<file path="src/rtl/rcu_pkg.sv">
// Shared types and defaults for the RCU PLL sequencer family.
package rcu_pkg;

    typedef enum logic [2:0] {
        ST_REF    = 3'd0,
        ST_PWRUP  = 3'd1,
        ST_STABLE = 3'd2,
        ST_SWITCH = 3'd3,
        ST_RUN    = 3'd4,
        ST_UNSW   = 3'd5,
        ST_FAULT  = 3'd6
    } rcu_pll_state_e;

    localparam int unsigned LOCK_TIMEOUT_DEF = 32'd4096;
    localparam int unsigned LOCK_STABLE_DEF  = 32'd64;

endpackage

</file>
<file path="src/rtl/rcu_sync2.sv">
// Two-flop synchronizer with asynchronous active-high reset to 0.
module rcu_sync2 (
    input  logic clk_i,
    input  logic rst_i,
    input  logic d_i,
    output logic q_o
);

    logic meta_q;
    logic sync_q;

    // Two-stage capture of the asynchronous input.
    always_ff @(posedge clk_i or posedge rst_i) begin
        if (rst_i) begin
            meta_q <= 1'b0;
            sync_q <= 1'b0;
        end else begin
            meta_q <= d_i;
            sync_q <= meta_q;
        end
    end

    assign q_o = sync_q;

endmodule

</file>
<file path="src/rtl/rcu_pll_ctrl.sv">
// PLL power-up / lock qualification sequencer driving the glitch-free core-clock mux.
module rcu_pll_ctrl
    import rcu_pkg::*;
#(
    parameter int unsigned CFG_WIDTH    = 32'd4,
    parameter int unsigned LOCK_TIMEOUT = LOCK_TIMEOUT_DEF,
    parameter int unsigned LOCK_STABLE  = LOCK_STABLE_DEF
) (
    input  logic                 clk_i,
    input  logic                 rst_i,
    input  logic                 en_i,
    input  logic [CFG_WIDTH-1:0] cfg_i,
    input  logic                 cfg_upd_i,
    input  logic                 err_clr_i,
    input  logic                 pll_lock_i,
    input  logic                 sel_ack_i,
    output logic                 pll_en_o,
    output logic [CFG_WIDTH-1:0] pll_cfg_o,
    output logic                 sel_pll_o,
    output logic                 locked_o,
    output logic                 busy_o,
    output logic                 err_o,
    output logic [2:0]           state_o
);

    localparam int unsigned CNT_W = $clog2(LOCK_TIMEOUT + 32'd1);
    localparam logic [CNT_W-1:0] CNT_TMO = CNT_W'(LOCK_TIMEOUT - 32'd1);
    localparam logic [CNT_W-1:0] CNT_STB = CNT_W'(LOCK_STABLE - 32'd1);
    localparam logic [CNT_W-1:0] CNT_MAX = {CNT_W{1'b1}};

    rcu_pll_state_e       state_q, state_d;
    logic [CNT_W-1:0]     cnt_q, cnt_d;
    logic [CFG_WIDTH-1:0] cfg_q, cfg_d;
    logic                 err_q, err_d;
    logic                 fpend_q, fpend_d;
    logic                 lock_s;

    rcu_sync2 u_lock_sync (
        .clk_i (clk_i),
        .rst_i (rst_i),
        .d_i   (pll_lock_i),
        .q_o   (lock_s)
    );

    // State, counter, latched configuration and sticky flags.
    always_ff @(posedge clk_i or posedge rst_i) begin
        if (rst_i) begin
            state_q <= ST_REF;
            cnt_q   <= {CNT_W{1'b0}};
            cfg_q   <= {CFG_WIDTH{1'b0}};
            err_q   <= 1'b0;
            fpend_q <= 1'b0;
        end else begin
            state_q <= state_d;
            cnt_q   <= cnt_d;
            cfg_q   <= cfg_d;
            err_q   <= err_d;
            fpend_q <= fpend_d;
        end
    end

    // Next-state logic; the shared counter restarts on every state change.
    always_comb begin
        state_d = state_q;
        cfg_d   = cfg_q;
        fpend_d = fpend_q;
        err_d   = err_q;
        case (state_q)
            ST_REF: begin
                if (en_i && !err_q) begin
                    cfg_d   = cfg_i;
                    state_d = ST_PWRUP;
                end else begin
                    state_d = ST_REF;
                end
            end
            ST_PWRUP: begin
                if (lock_s)                state_d = ST_STABLE;
                else if (cnt_q == CNT_TMO) state_d = ST_FAULT;
                else if (!en_i)            state_d = ST_REF;
                else                       state_d = ST_PWRUP;
            end
            ST_STABLE: begin
                if (!lock_s)               state_d = ST_PWRUP;
                else if (cnt_q == CNT_STB) state_d = ST_SWITCH;
                else if (!en_i)            state_d = ST_REF;
                else                       state_d = ST_STABLE;
            end
            ST_SWITCH: begin
                if (sel_ack_i) begin
                    state_d = ST_RUN;
                end else if ((cnt_q == CNT_TMO) || !lock_s) begin
                    fpend_d = 1'b1;
                    state_d = ST_UNSW;
                end else if (!en_i) begin
                    state_d = ST_UNSW;
                end else begin
                    state_d = ST_SWITCH;
                end
            end
            ST_RUN: begin
                if (!lock_s) begin
                    fpend_d = 1'b1;
                    state_d = ST_UNSW;
                end else if (!en_i || cfg_upd_i) begin
                    state_d = ST_UNSW;
                end else begin
                    state_d = ST_RUN;
                end
            end
            ST_UNSW: begin
                // No timeout here: the PLL must keep running until the mux is back on ref.
                if (!sel_ack_i) begin
                    state_d = fpend_q ? ST_FAULT : ST_REF;
                    fpend_d = 1'b0;
                end else begin
                    state_d = ST_UNSW;
                end
            end
            ST_FAULT: begin
                if (err_clr_i) begin
                    err_d   = 1'b0;
                    state_d = ST_REF;
                end else begin
                    state_d = ST_FAULT;
                end
            end
            default: begin
                state_d = ST_REF;
            end
        endcase

        // A fault entry wins over a coincident clear.
        if ((state_d == ST_FAULT) && (state_q != ST_FAULT)) begin
            err_d = 1'b1;
        end else begin
            err_d = err_d;
        end

        if (state_d != state_q)   cnt_d = {CNT_W{1'b0}};
        else if (cnt_q != CNT_MAX) cnt_d = cnt_q + CNT_W'(1);
        else                       cnt_d = cnt_q;
    end

    // Output decode from the state register only.
    always_comb begin
        pll_en_o  = 1'b0;
        sel_pll_o = 1'b0;
        locked_o  = 1'b0;
        busy_o    = 1'b0;
        case (state_q)
            ST_PWRUP, ST_STABLE: begin
                pll_en_o = 1'b1;
                busy_o   = 1'b1;
            end
            ST_SWITCH: begin
                pll_en_o  = 1'b1;
                sel_pll_o = 1'b1;
                busy_o    = 1'b1;
            end
            ST_RUN: begin
                pll_en_o  = 1'b1;
                sel_pll_o = 1'b1;
                locked_o  = 1'b1;
            end
            ST_UNSW: begin
                pll_en_o = 1'b1;
                busy_o   = 1'b1;
            end
            default: begin
                pll_en_o  = 1'b0;
                sel_pll_o = 1'b0;
            end
        endcase
    end

    assign pll_cfg_o = cfg_q;
    assign err_o     = err_q;
    assign state_o   = state_q;

endmodule

</file>
<file path="config.mk">
export PLATFORM = sky130hd
export DESIGN_NAME = rcu_pll_ctrl
export DESIGN_NICKNAME = d
export VERILOG_FILES = /design/src/rtl/rcu_pkg.sv /design/src/rtl/rcu_sync2.sv /design/src/rtl/rcu_pll_ctrl.sv
export SDC_FILE = /design/constraint.sdc
export NUM_CORES = 1
export LEC_CHECK = 0
export ABC_AREA = 1
export CAP_MARGIN = 20
export CORE_ASPECT_RATIO = 1.25
export CORE_MARGIN = 2
export CORE_UTILIZATION = 40
export CTS_BUF_LIST = sky130_fd_sc_hd__clkbuf_16
export DETAILED_ROUTE_END_ITERATION = 8
export PLACE_DENSITY = 0.66
export SLEW_MARGIN = 20
export SYNTH_ARGS = -nofsm -noshare
export SYNTH_HDL_FRONTEND = slang
export SYNTH_SLANG_ARGS = --single-unit
</file>
<file path="constraint.sdc">
create_clock -name clk_i -period 4.88 [get_ports clk_i]
set_clock_uncertainty 0.15 [all_clocks]
set_input_delay 0.976 -clock clk_i [delete_from_list [all_inputs] [get_ports clk_i]]
set_output_delay 0.976 -clock clk_i [all_outputs]
set_load 0.03 [all_outputs]
</file>
After elaboration in Yosys (flattened, before gate mapping)
Index checks and enable logic that the tools add are counted.
{ "word_totals": {"reg_bits": 24, "inputBits": 11, "out_inout_bits": 12, "elab_cells": 72} }
{ "classes": {"addsub": 1, "eq_ne": 16, "n_mux": 30, "reduce_logical": 18} }
{ "ops": {"columns": ["cell", "count"], "rows": [
  ["two-way mux 13 bit", 2],
  ["two-way mux 3 bit", 8],
  ["case mux 3 bit (7 select lines)", 1],
  ["two-way mux 1 bit", 15],
  ["adder 13 x 1 -> 13 bit (second input constant)", 1],
  ["== test 13 x 12 -> 1 bit (second input constant)", 1],
  ["== test 13 x 6 -> 1 bit (second input constant)", 1],
  ["!= test 13 bit (second input constant)", 1],
  ["== test 3 bit (second input constant)", 4],
  ["!= test 2 bit (second input constant)", 4],
  ["== test 3 x 2 -> 1 bit (second input constant)", 2],
  ["two-way mux 2 bit", 3],
  ["nonzero test 2 bit", 3],
  ["AND reduction 5 bit", 1],
  ["OR reduction 5 bit", 1],
  ["AND reduction 2 bit", 2],
  ["OR reduction 4 bit", 1],
  ["== test 3 x 1 -> 1 bit (second input constant)", 1],
  ["logical NOT 1 bit", 3],
  ["logical NOT 3 bit", 1],
  ["!= test 3 bit", 1],
  ["!= test 3 bit (second input constant)", 1],
  ["case mux 1 bit (3 select lines)", 1],
  ["nonzero test 3 bit", 1],
  ["3 further kinds", 5]
]} }

Logic depth before layout (Yosys ltp)
Gate-level depths: netlist of the first run.
{ "logic_depth": {"ltp_word": 9, "depth_mapped": 13, "depth_no_buf": 12} }

By module
A second synthesis of the first run with hierarchy kept.
{ "hier_totals": {"cells_unflattened": 192, "area_unflattened_um2": 1493.9} }
{ "modules_own_cells": {"columns": ["module", "instances", "cells_per_inst", "area_each_um2", "seq_area_each_um2"], "rows": [
  ["rcu_pll_ctrl", 1, 189, 1440.1, 550.5],
  ["rcu_sync2", 1, 3, 53.8, 50.0]
]} }

Worst setup path after synthesis of the first run
Ideal clock, no wire load.
{ "synth_path": {"path_type": "flip-flop to output port", "start": "register state_q[1], in the netlist state_o[1]", "end": "output port sel_pll_o", "arrival_time_ps": 1411, "required_ps": 3754, "setup_slack_ps": 2343, "path_stages_with_launch": 6, "n_path_buf": 0, "path_cell_list": "dfrtp_1 -> inv_2 -> nand2_2 -> nor2_2 -> inv_1 -> nand2_1"} }
{ "synth_via": {"elab_chain_len": 3, "word_cells_on_any_way": 4, "cone_classes": "2 x eq/ne; 1 x mux; 1 x reduce/logical"} }
{ "synth_lines": {"columns": ["item", "line", "text"], "rows": [
  ["from (decl)", "rcu_pll_ctrl.sv:31", "rcu_pll_state_e state_q, state_d;"],
  ["from (signal assigned)", "rcu_pll_ctrl.sv:54", "state_q <= state_d;"],
  ["== test 3 bit or == test 3 x 2 -> 1 bit (tied branches)", "rcu_pll_ctrl.sv:151", "case (state_q)"],
  ["OR reduction 2 bit (no line) (*)", null, null],
  ["two-way mux 1 bit (*)", "rcu_pll_ctrl.sv:151", null],
  ["to (decl)", "rcu_pll_ctrl.sv:19", "output logic sel_pll_o,"]
]} }
Mark *: on every way between the ends. The rest lies on a longest branch, timed or not.

Worst setup path after layout of the first run
{ "layout_path": {"start": "register state_q[0], in the netlist state_o[0]", "end": "output port sel_pll_o"} }
The elaborated chain is that of the path after synthesis.

==> metrics.yaml, run 1 <==
r2r_end: "cnt_q[11]$_DFFE_PP0P_"
cts_buffer_depth: 2
yosysTopAreaCell: "dfrtp_1"
core_mm2: 0.003816
rows: 25
tritoncts: "built"
slew_viol_final: 0
cp.arrival_ns: 1.99
synth_area_leaders: "dfrtp_1 (37%), nand2_1 (11%), nor2_4 (7.7%), inv_1 (6.3%), nor2_1 (5.6%)"
first_iter_violations: 48
yosysWarnings: 0
p_per_area_mw_per_mm2: 536.2
vias: 1307
diodes: 0
ios: 23
finalSetupViolCount: 0
timing.final.crit_share_pct: 63.83
timing.rr.start: "state_o[0]$_DFF_PP0_"
maxSlewHeadroom_pct: 41.38
p_leak_nw: 0.9068
grt_pass1_wl_um: 5195
antenna_found_initial: 0
final-seq-area_um2: 600.6
fmax_ghz: 0.3211
vias_per_cell: 4.618
tns_ns: 0
port_buffers: 22
critPathLaunchType: "flip-flop"
post-cts-setup-buffer-count: 0
critPathCapture: "sel_pll_o"
end_kind: "output pin"
drive_above_1_share_pct: 20.96
crit_path_max_fanout: 11
fillers: 392
startpoint: "state_o[0]$_DFF_PP0_"
dp_hpwl_um: 2322
ys_seq_area_share_pct: 37.24
synth_top_area_share_pct: 37.24
gp_congestion: 0.8296
cts_sinks: 24
drv_cap: 0
cts_buffers: 3
utilization_pct: 51.84
ir_drop_v: 0.0002786
ff2ff_setup_slack_ns: 2.91
synth-seq-cells: 24
area_growth_pct: 22.65
clock_latency_ns: 0.26
cts_resized: 0
r2r_cells: 9
worstSetupPathType: "reg2out"
netlist_area_mm2: 0.001613
fin_nets: 242
finalCriticalPeriod_ns: 3.115
crit_required_ns: 3.75
wl_per_cell_um: 10.57
cts_max_level: 1
start_util_pct: 42.26
ctsHoldBuffers: 0
dr.pass1.iters: 4
multi_input_area_um2: 860.8
finalHoldViolCount: 0
ys_types: 29
rsz0062_at_grt: "false"
dieHeight_um: 75.00
worst_pin_slew_ns: 0.8784
grt_pass1_vias: 1226
track_usage_pct: 15.26
grt_max_degree: 25
status: "finished clean"
syn_avg_cell_area_um2: 7.867
hold_path.class: "reg2reg"
ant_nets: 0
clk_pin_slew_ns: 0.06
die-area_mm2: 0.004559
die_w_um: 60.80
syn_nets: 217
root_buffer: "clkbuf_16"
drc_errors: 0
grt.overflow.total: 0
syn_inst: 205
routed_wl_um: 2992
==> metal layers <==
metal	GRT usage [%]	part of all wire (%)	up-vias
li1	-	-	691
met1	18.70	44	591
met2	25.45	51	20
met3	2.062	2.4	5
met4	8.696	2.6	0
met5	0	0	-
==> critical path: stages (launching register included) <==
cell             delay [ns]
dfrtp_1                0.57
nand2_1                0.11
nor2_2                 0.20
inv_1                  0.10
nand2_1                0.09
clkdlybuf4s50_1        0.66
==> layout make-up <==
type	count	share of cell area, %
Multi-Input combinational cell	146	43.52
Timing Repair Buffer	22	11.13
Sequential cell	24	30.36
Inverter	33	6.262
Tap cell	54	3.416
Clock inverter	1	1.518
Clock buffer	3	3.795
==> flip-flops by register name, summed over array words and instances, names as in the netlist <==
signal	cells
cnt_q	13
err_o	1
fpend_q	1
pll_cfg_o	4
state_o	3
u_lock_sync.meta_q	1
u_lock_sync.q_o	1
==> kinds of logic (layout without fill, tap and decap cells) <==
family / count (synthesis) / after routing / share of synthesized area (%)
fa+ha+maj: 1 / 1 / 0.7757
mux: 4 / 4 / 2.793
xor+xnor: 3 / 3 / 1.629
compound gates: 11 / 11 / 4.111
buf+inv: 35 / 59 / 9.387
simple gates: 127 / 127 / 44.07
flops: 24 / 24 / 37.24
==> cells in the mapped netlist, drive strengths merged <==
cell type,n
mux2,4
nand2,59
o21ai,5
o211ai,1
xor2,3
a31oi,1
dfrtp,24
inv,33
a21oi,1
nand4,9
and2,1
nand3b,1
buf,2
nor2,41
nor3,3
ha,1
o31ai,1
o21bai,2
nand3,13
==> layout by cell type (no fill, tap or decap), types with 2 or more instances in the layout <==
| cell type | n |
|---|---|
| clkbuf_16 | 3 |
| clkdlybuf4s50_1 | 22 |
| dfrtp_1 | 24 |
| inv_1 | 27 |
| inv_2 | 6 |
| mux2_2 | 4 |
| nand2_1 | 49 |
| nand2_2 | 8 |
| nand2_4 | 2 |
| nand3_1 | 8 |
| nand3_2 | 4 |
| nand4_1 | 8 |
| nor2_1 | 24 |
| nor2_2 | 6 |
| nor2_4 | 11 |
| nor3_1 | 2 |
| o21ai_0 | 5 |
| o21bai_1 | 2 |
| xor2_1 | 3 |
==> report_power, final <==
part / total [mW] / switching (mW) / internal (mW)
clock network: 0.234 / 0.0708 / 0.163
registers: 0.294 / 0.0488 / 0.245
logic: 0.533 / 0.340 / 0.193
==> through the flow <==
stage	area [um^2]	hold slack (ns)	power, mW	setup slack (ns)	cells
floorplan	1613	0.1812	0.7200	2.343	205
global placement	1873	0.1865	0.8347	2.052	279
detailed placement	1873	0.1895	0.8378	2.029	279
CTS	1978	0.2036	1.075	1.759	283
global route	1978	0.2039	1.135	1.647	283
finish	1978	0.2026	1.061	1.765	283
==> how the worst min path moves through the flow <==
| stage | to | depth (start not counted) | startpoint |
|---|---|---|---|
| finish | u_lock_sync.q_o$_DFF_PP0_ | 0 | u_lock_sync.meta_q$_DFF_PP0_ |
| global placement | u_lock_sync.q_o$_DFF_PP0_ | 0 | u_lock_sync.meta_q$_DFF_PP0_ |
| floorplan | u_lock_sync.q_o$_DFF_PP0_ | 0 | u_lock_sync.meta_q$_DFF_PP0_ |
| detailed placement | u_lock_sync.q_o$_DFF_PP0_ | 0 | u_lock_sync.meta_q$_DFF_PP0_ |
| global route | u_lock_sync.q_o$_DFF_PP0_ | 0 | u_lock_sync.meta_q$_DFF_PP0_ |
| CTS | u_lock_sync.q_o$_DFF_PP0_ | 0 | u_lock_sync.meta_q$_DFF_PP0_ |
Power figures use the tool's default switching activity.
==> run 2: changes to the inputs <==
==> constraint.sdc (replaced) <==
create_clock -name clk_i -period 3.2 [get_ports clk_i]
set_clock_uncertainty 0.15 [all_clocks]
set_input_delay 0.64 -clock clk_i [delete_from_list [all_inputs] [get_ports clk_i]]
set_output_delay 0.64 -clock clk_i [all_outputs]
set_load 0.03 [all_outputs]
==> metrics.yaml, run 2 (synthesized netlist as in run 1, its figures left out) <==
status: "finished clean"
crit_required_ns: 2.41
finalCriticalPeriod_ns: 2.803
root_buffer: "clkbuf_16"
dp_hpwl_um: 2349
hold_start: "u_lock_sync.meta_q$_DFF_PP0_"
post-cts-setup-buffer-count: 0
wl_per_cell_um: 10.72
tns_ns: 0
largest_register_ff_count: 13
clock_latency_ns: 0.26
area_growth_pct: 21.49
r2r_cells: 10
finalHoldViolCount: 0
switching_share_pct: 45.52
crit_path_frequent_cell: "nand2_1"
crit_chain: "nand2_1, nor2_2, inv_1, nand2_1, clkdlybuf4s50_1"
fmax_ghz: 0.3568
worst_pin_slew_ns: 0.4061
grt.overflow.total: 0
ff2ff_setup_slack_ns: 1.24
largest_register: "cnt_q"
port_buffers: 22
vias_per_cell: 4.567
final_cell_mix: "nand2_1 (49), inv_1 (27), nor2_1 (24), dfrtp_1 (24), clkdlybuf4s50_1 (22)"
timing.rr.start: "cnt_q[1]$_DFFE_PP0P_"
grt_pass1_wl_um: 5430
slowest_delay_ns: 0.66
r2r_end: "cnt_q[11]$_DFFE_PP0P_"
antenna_found_initial: 0
timing.final.crit_share_pct: 87.58
holdPathEnd: "u_lock_sync.q_o$_DFF_PP0_"
rsz0062_at_grt: "false"
gp_congestion: 0.8295
ctsHoldBuffers: 0
critPathLaunchType: "flip-flop"
end_kind: "output pin"
die_w_um: 60.80
ant_nets: 0
track_usage_pct: 15.80
start_util_pct: 42.26
slew_viol_final: 0
critPathSlowestCell: "clkdlybuf4s50_1"
dr.pass1.iters: 4
power_frac_seq_pct: 29.2
grt_max_degree: 25
hold_depth: 0
ios: 23
vias: 1297
p_clk_share_pct: 17.7
dieHeight_um: 75.00
p_switching_mw: 0.6978
first_iter_violations: 41
fin_nets: 243
cts_buffers: 3
finalSetupViolCount: 0
ir_drop_v: 0.0004864
tritoncts: "built"
cts_buffer_depth: 2
routed_wl_um: 3044
diodes: 0
utilization_pct: 51.34
clk_pin_slew_ns: 0.06
core_mm2: 0.003816
cts_resized: 0
drc_errors: 0
worstSetupPathType: "reg2out"
p_leak_nw: 0.8990
drv_cap: 0
grt_pass1_vias: 1302
maxSlewHeadroom_pct: 72.72
cts_sinks: 24
die-area_mm2: 0.004559
p_per_area_mw_per_mm2: 782.4
layout_commonest_cell: "nand2_1"
hold_path.class: "reg2reg"
cp.arrival_ns: 2.01
cts_max_level: 1
internal-power_mw: 0.8352
combPwrFrac_pct: 53.0
rows: 25
drive_above_1_share_pct: 20.87
crit_path_max_fanout: 11
## run 2: how the worst max path moves through the flow
stage	from	to	slack (ns)	cells after the start
after floorplan	state_o[1]$_DFF_PP0_	sel_pll_o	1.0	5
after global placement	en_i	cnt_q[12]$_DFFE_PP0P_	0.71	11
after detailed placement	en_i	cnt_q[11]$_DFFE_PP0P_	0.67	11
after CTS	state_o[0]$_DFF_PP0_	sel_pll_o	0.39	5
after global routing	state_o[0]$_DFF_PP0_	sel_pll_o	0.27	5
final	state_o[0]$_DFF_PP0_	sel_pll_o	0.40	5
## run 2: layer usage
layer	vias to the layer above	track usage [%]	wire length, um
met5	-	0	0
met4	0	8.213	78
met3	7	2.577	68
met2	15	26.76	1517
met1	586	19.06	1380
li1	689	-	-
## run 2: power by group through the flow
stage / Combinational, mW / Sequential, mW / Clock, mW
after floorplan: 0.575 / 0.523 / 0
after global placement: 0.822 / 0.452 / 0
after detailed placement: 0.823 / 0.455 / 0
after CTS: 0.825 / 0.449 / 0.280
after global routing: 0.894 / 0.461 / 0.292
final: 0.813 / 0.448 / 0.272
## run 2: critical path, delay by kind of cell (launching register included)
kind,cells,cell delay (ns)
flops,1,0.58
simple gates,3,0.42
buf+inv,2,0.76
## run 2: layout make-up
| class | count | area, um^2 |
|---|---|---|
| clock buffer | 3 | 75.07 |
| clock inverter | 1 | 3.754 |
| multi-input combinational | 146 | 860.8 |
| timing repair buffer | 23 | 227.7 |
| inverter | 33 | 123.9 |
| tap | 54 | 67.56 |
| sequential | 24 | 600.6 |
| fill | 392 | 1857 |
## run 2: through the flow
step / cells / total power [mW] / hold WS (ns) / instance area (um^2) / setup slack (ns)
after CTS: 284 / 1.554 / 0.2036 / 1959 / 0.3947
after global placement: 280 / 1.274 / 0.1853 / 1881 / 0.7076
final: 284 / 1.533 / 0.2024 / 1959 / 0.3973
after global routing: 284 / 1.647 / 0.2035 / 1959 / 0.2717
after detailed placement: 280 / 1.278 / 0.1895 / 1881 / 0.6748
after floorplan: 205 / 1.098 / 0.1812 / 1613 / 0.9991
==> run 3: changes to the inputs <==
--- a/config.mk
+++ b/config.mk
@@ -12,6 +12,7 @@
 export CORE_UTILIZATION = 40
 export CTS_BUF_LIST = sky130_fd_sc_hd__clkbuf_16
 export DETAILED_ROUTE_END_ITERATION = 8
+export MAX_ROUTING_LAYER = met4
 export PLACE_DENSITY = 0.66
 export SLEW_MARGIN = 20
 export SYNTH_ARGS = -nofsm -noshare
==> metrics.yaml, run 3 (synthesized netlist as in run 1, its figures left out) <==
routed_wl_um: 3044
antenna_found_initial: 0
final_cell_mix: "nand2_1 (49), inv_1 (27), nor2_1 (24), dfrtp_1 (24), clkdlybuf4s50_1 (22)"
die_w_um: 60.80
internal-power_mw: 0.8352
drive_above_1_share_pct: 20.87
end_kind: "output pin"
cp.buffers_inverters: 2
cts_sinks: 24
clock_latency_ns: 0.26
track_usage_pct: 16.28
die-area_mm2: 0.004559
hold_path.class: "reg2reg"
slew_viol_final: 0
startpoint: "state_o[0]$_DFF_PP0_"
wl_per_cell_um: 10.72
worst_pin_slew_ns: 0.4061
cp.arrival_ns: 2.01
status: "finished clean"
tns_ns: 0
grt_pass1_vias: 1302
cts_buffers: 3
cts_resized: 0
port_buffers: 22
largest_register_ff_count: 13
fmax_ghz: 0.3568
finalHoldViolCount: 0
dr.pass1.iters: 4
core_mm2: 0.003816
combPwrFrac_pct: 53.0
layout_commonest_cell: "nand2_1"
finalCriticalPeriod_ns: 2.803
clk_pin_slew_ns: 0.06
cts_max_level: 1
finalSetupViolCount: 0
ir_drop_v: 0.0004868
place_ws_ns: 0.6748
first_iter_violations: 49
utilization_pct: 51.34
p_per_area_mw_per_mm2: 782.5
timing.final.crit_share_pct: 87.58
largest_register: "cnt_q"
ant_nets: 0
setup_ws_ns: 0.3973
worstSetupPathType: "reg2out"
p_switching_mw: 0.6979
post-cts-setup-buffer-count: 0
power_mw: 1.533
maxSlewHeadroom_pct: 72.72
root_buffer: "clkbuf_16"
r2r_cells: 10
p_clk_share_pct: 17.7
ctsHoldBuffers: 0
power_frac_seq_pct: 29.2
drc_errors: 0
fillers: 392
fin_nets: 243
r2r_end: "cnt_q[11]$_DFFE_PP0P_"
critPathLaunchType: "flip-flop"
ff2ff_setup_slack_ns: 1.24
grt_max_degree: 25
multi_input_area_um2: 860.8
area_growth_pct: 21.49
holdPathEnd: "u_lock_sync.q_o$_DFF_PP0_"
timing.rr.start: "cnt_q[1]$_DFFE_PP0P_"
crit_path_max_fanout: 11
switching_share_pct: 45.52
vias_per_cell: 4.567
hold_depth: 0
crit_required_ns: 2.41
start_util_pct: 42.26
grt.overflow.total: 0
rows: 25
rsz0062_at_grt: "false"
diodes: 0
grt_pass1_wl_um: 5430
p_leak_nw: 0.8990
cp_top_family: "buffers and inverters"
cts_buffer_depth: 2
crit_path_frequent_cell: "nand2_1"
vias: 1297
crit_chain: "nand2_1, nor2_2, inv_1, nand2_1, clkdlybuf4s50_1"
tritoncts: "built"
final-seq-area_um2: 600.6
ios: 23
drv_cap: 0
critPathSlowestCell: "clkdlybuf4s50_1"
dieHeight_um: 75.00
slowest_delay_ns: 0.66
dp_hpwl_um: 2349
gp_congestion: 0.8421
hold_start: "u_lock_sync.meta_q$_DFF_PP0_"
==> run 3: how the worst max path moves through the flow <==
| stage | end | slack (ns) | cells past startpoint |
|---|---|---|---|
| floorplan | sel_pll_o | 1.0 | 5 |
| global placement | cnt_q[12]$_DFFE_PP0P_ | 0.71 | 11 |
| detailed placement | cnt_q[11]$_DFFE_PP0P_ | 0.67 | 11 |
| CTS | sel_pll_o | 0.39 | 5 |
| global route | sel_pll_o | 0.27 | 5 |
| finish | sel_pll_o | 0.40 | 5 |
==> run 3: routing by layer <==
layer	vias up	global-route usage [%]	routed length, um
met4	0	8.213	78
met2	15	26.76	1517
li1	689	-	-
met3	7	2.405	60
met1	586	19.17	1389
met5	-	-	0
==> run 3: final cells by class <==
type / instances / share of cell area [%]
well taps: 54 / 3.448
inverters: 33 / 6.322
repair buffers: 23 / 11.62
flip-flops and latches: 24 / 30.65
clock inverters: 1 / 0.1916
multi-input cells: 146 / 43.93
clock buffers: 3 / 3.831
==> run 3: worst reg2reg max path: stages (launching register included) <==
cell and delay (ns):
dfrtp_1 0.37, ha_1 0.24, nand3_4 0.12, nor2_4 0.18, nand2_4 0.09, nand2_2 0.09, nand3_2 0.09, nand2_1 0.09
nand2_2 0.07, nand2_4 0.27, nor2_1 0.08
==> run 3: power groups by stage <==
stage / Combinational, mW / Clock (mW) / Sequential [mW]
floorplan: 0.575 / 0 / 0.523
global placement: 0.822 / 0 / 0.452
detailed placement: 0.823 / 0 / 0.455
CTS: 0.825 / 0.280 / 0.449
global route: 0.894 / 0.292 / 0.461
finish: 0.813 / 0.272 / 0.448
==> run 3: metrics by stage <==
step / area (um^2) / std cells / hold WS (ns)
2_1_floorplan: 1613 / 205 / 0.1812
3_3_place_gp: 1881 / 280 / 0.1853
3_5_place_dp: 1881 / 280 / 0.1895
4_1_cts: 1959 / 284 / 0.2036
5_1_grt: 1959 / 284 / 0.2035
6_report: 1959 / 284 / 0.2024
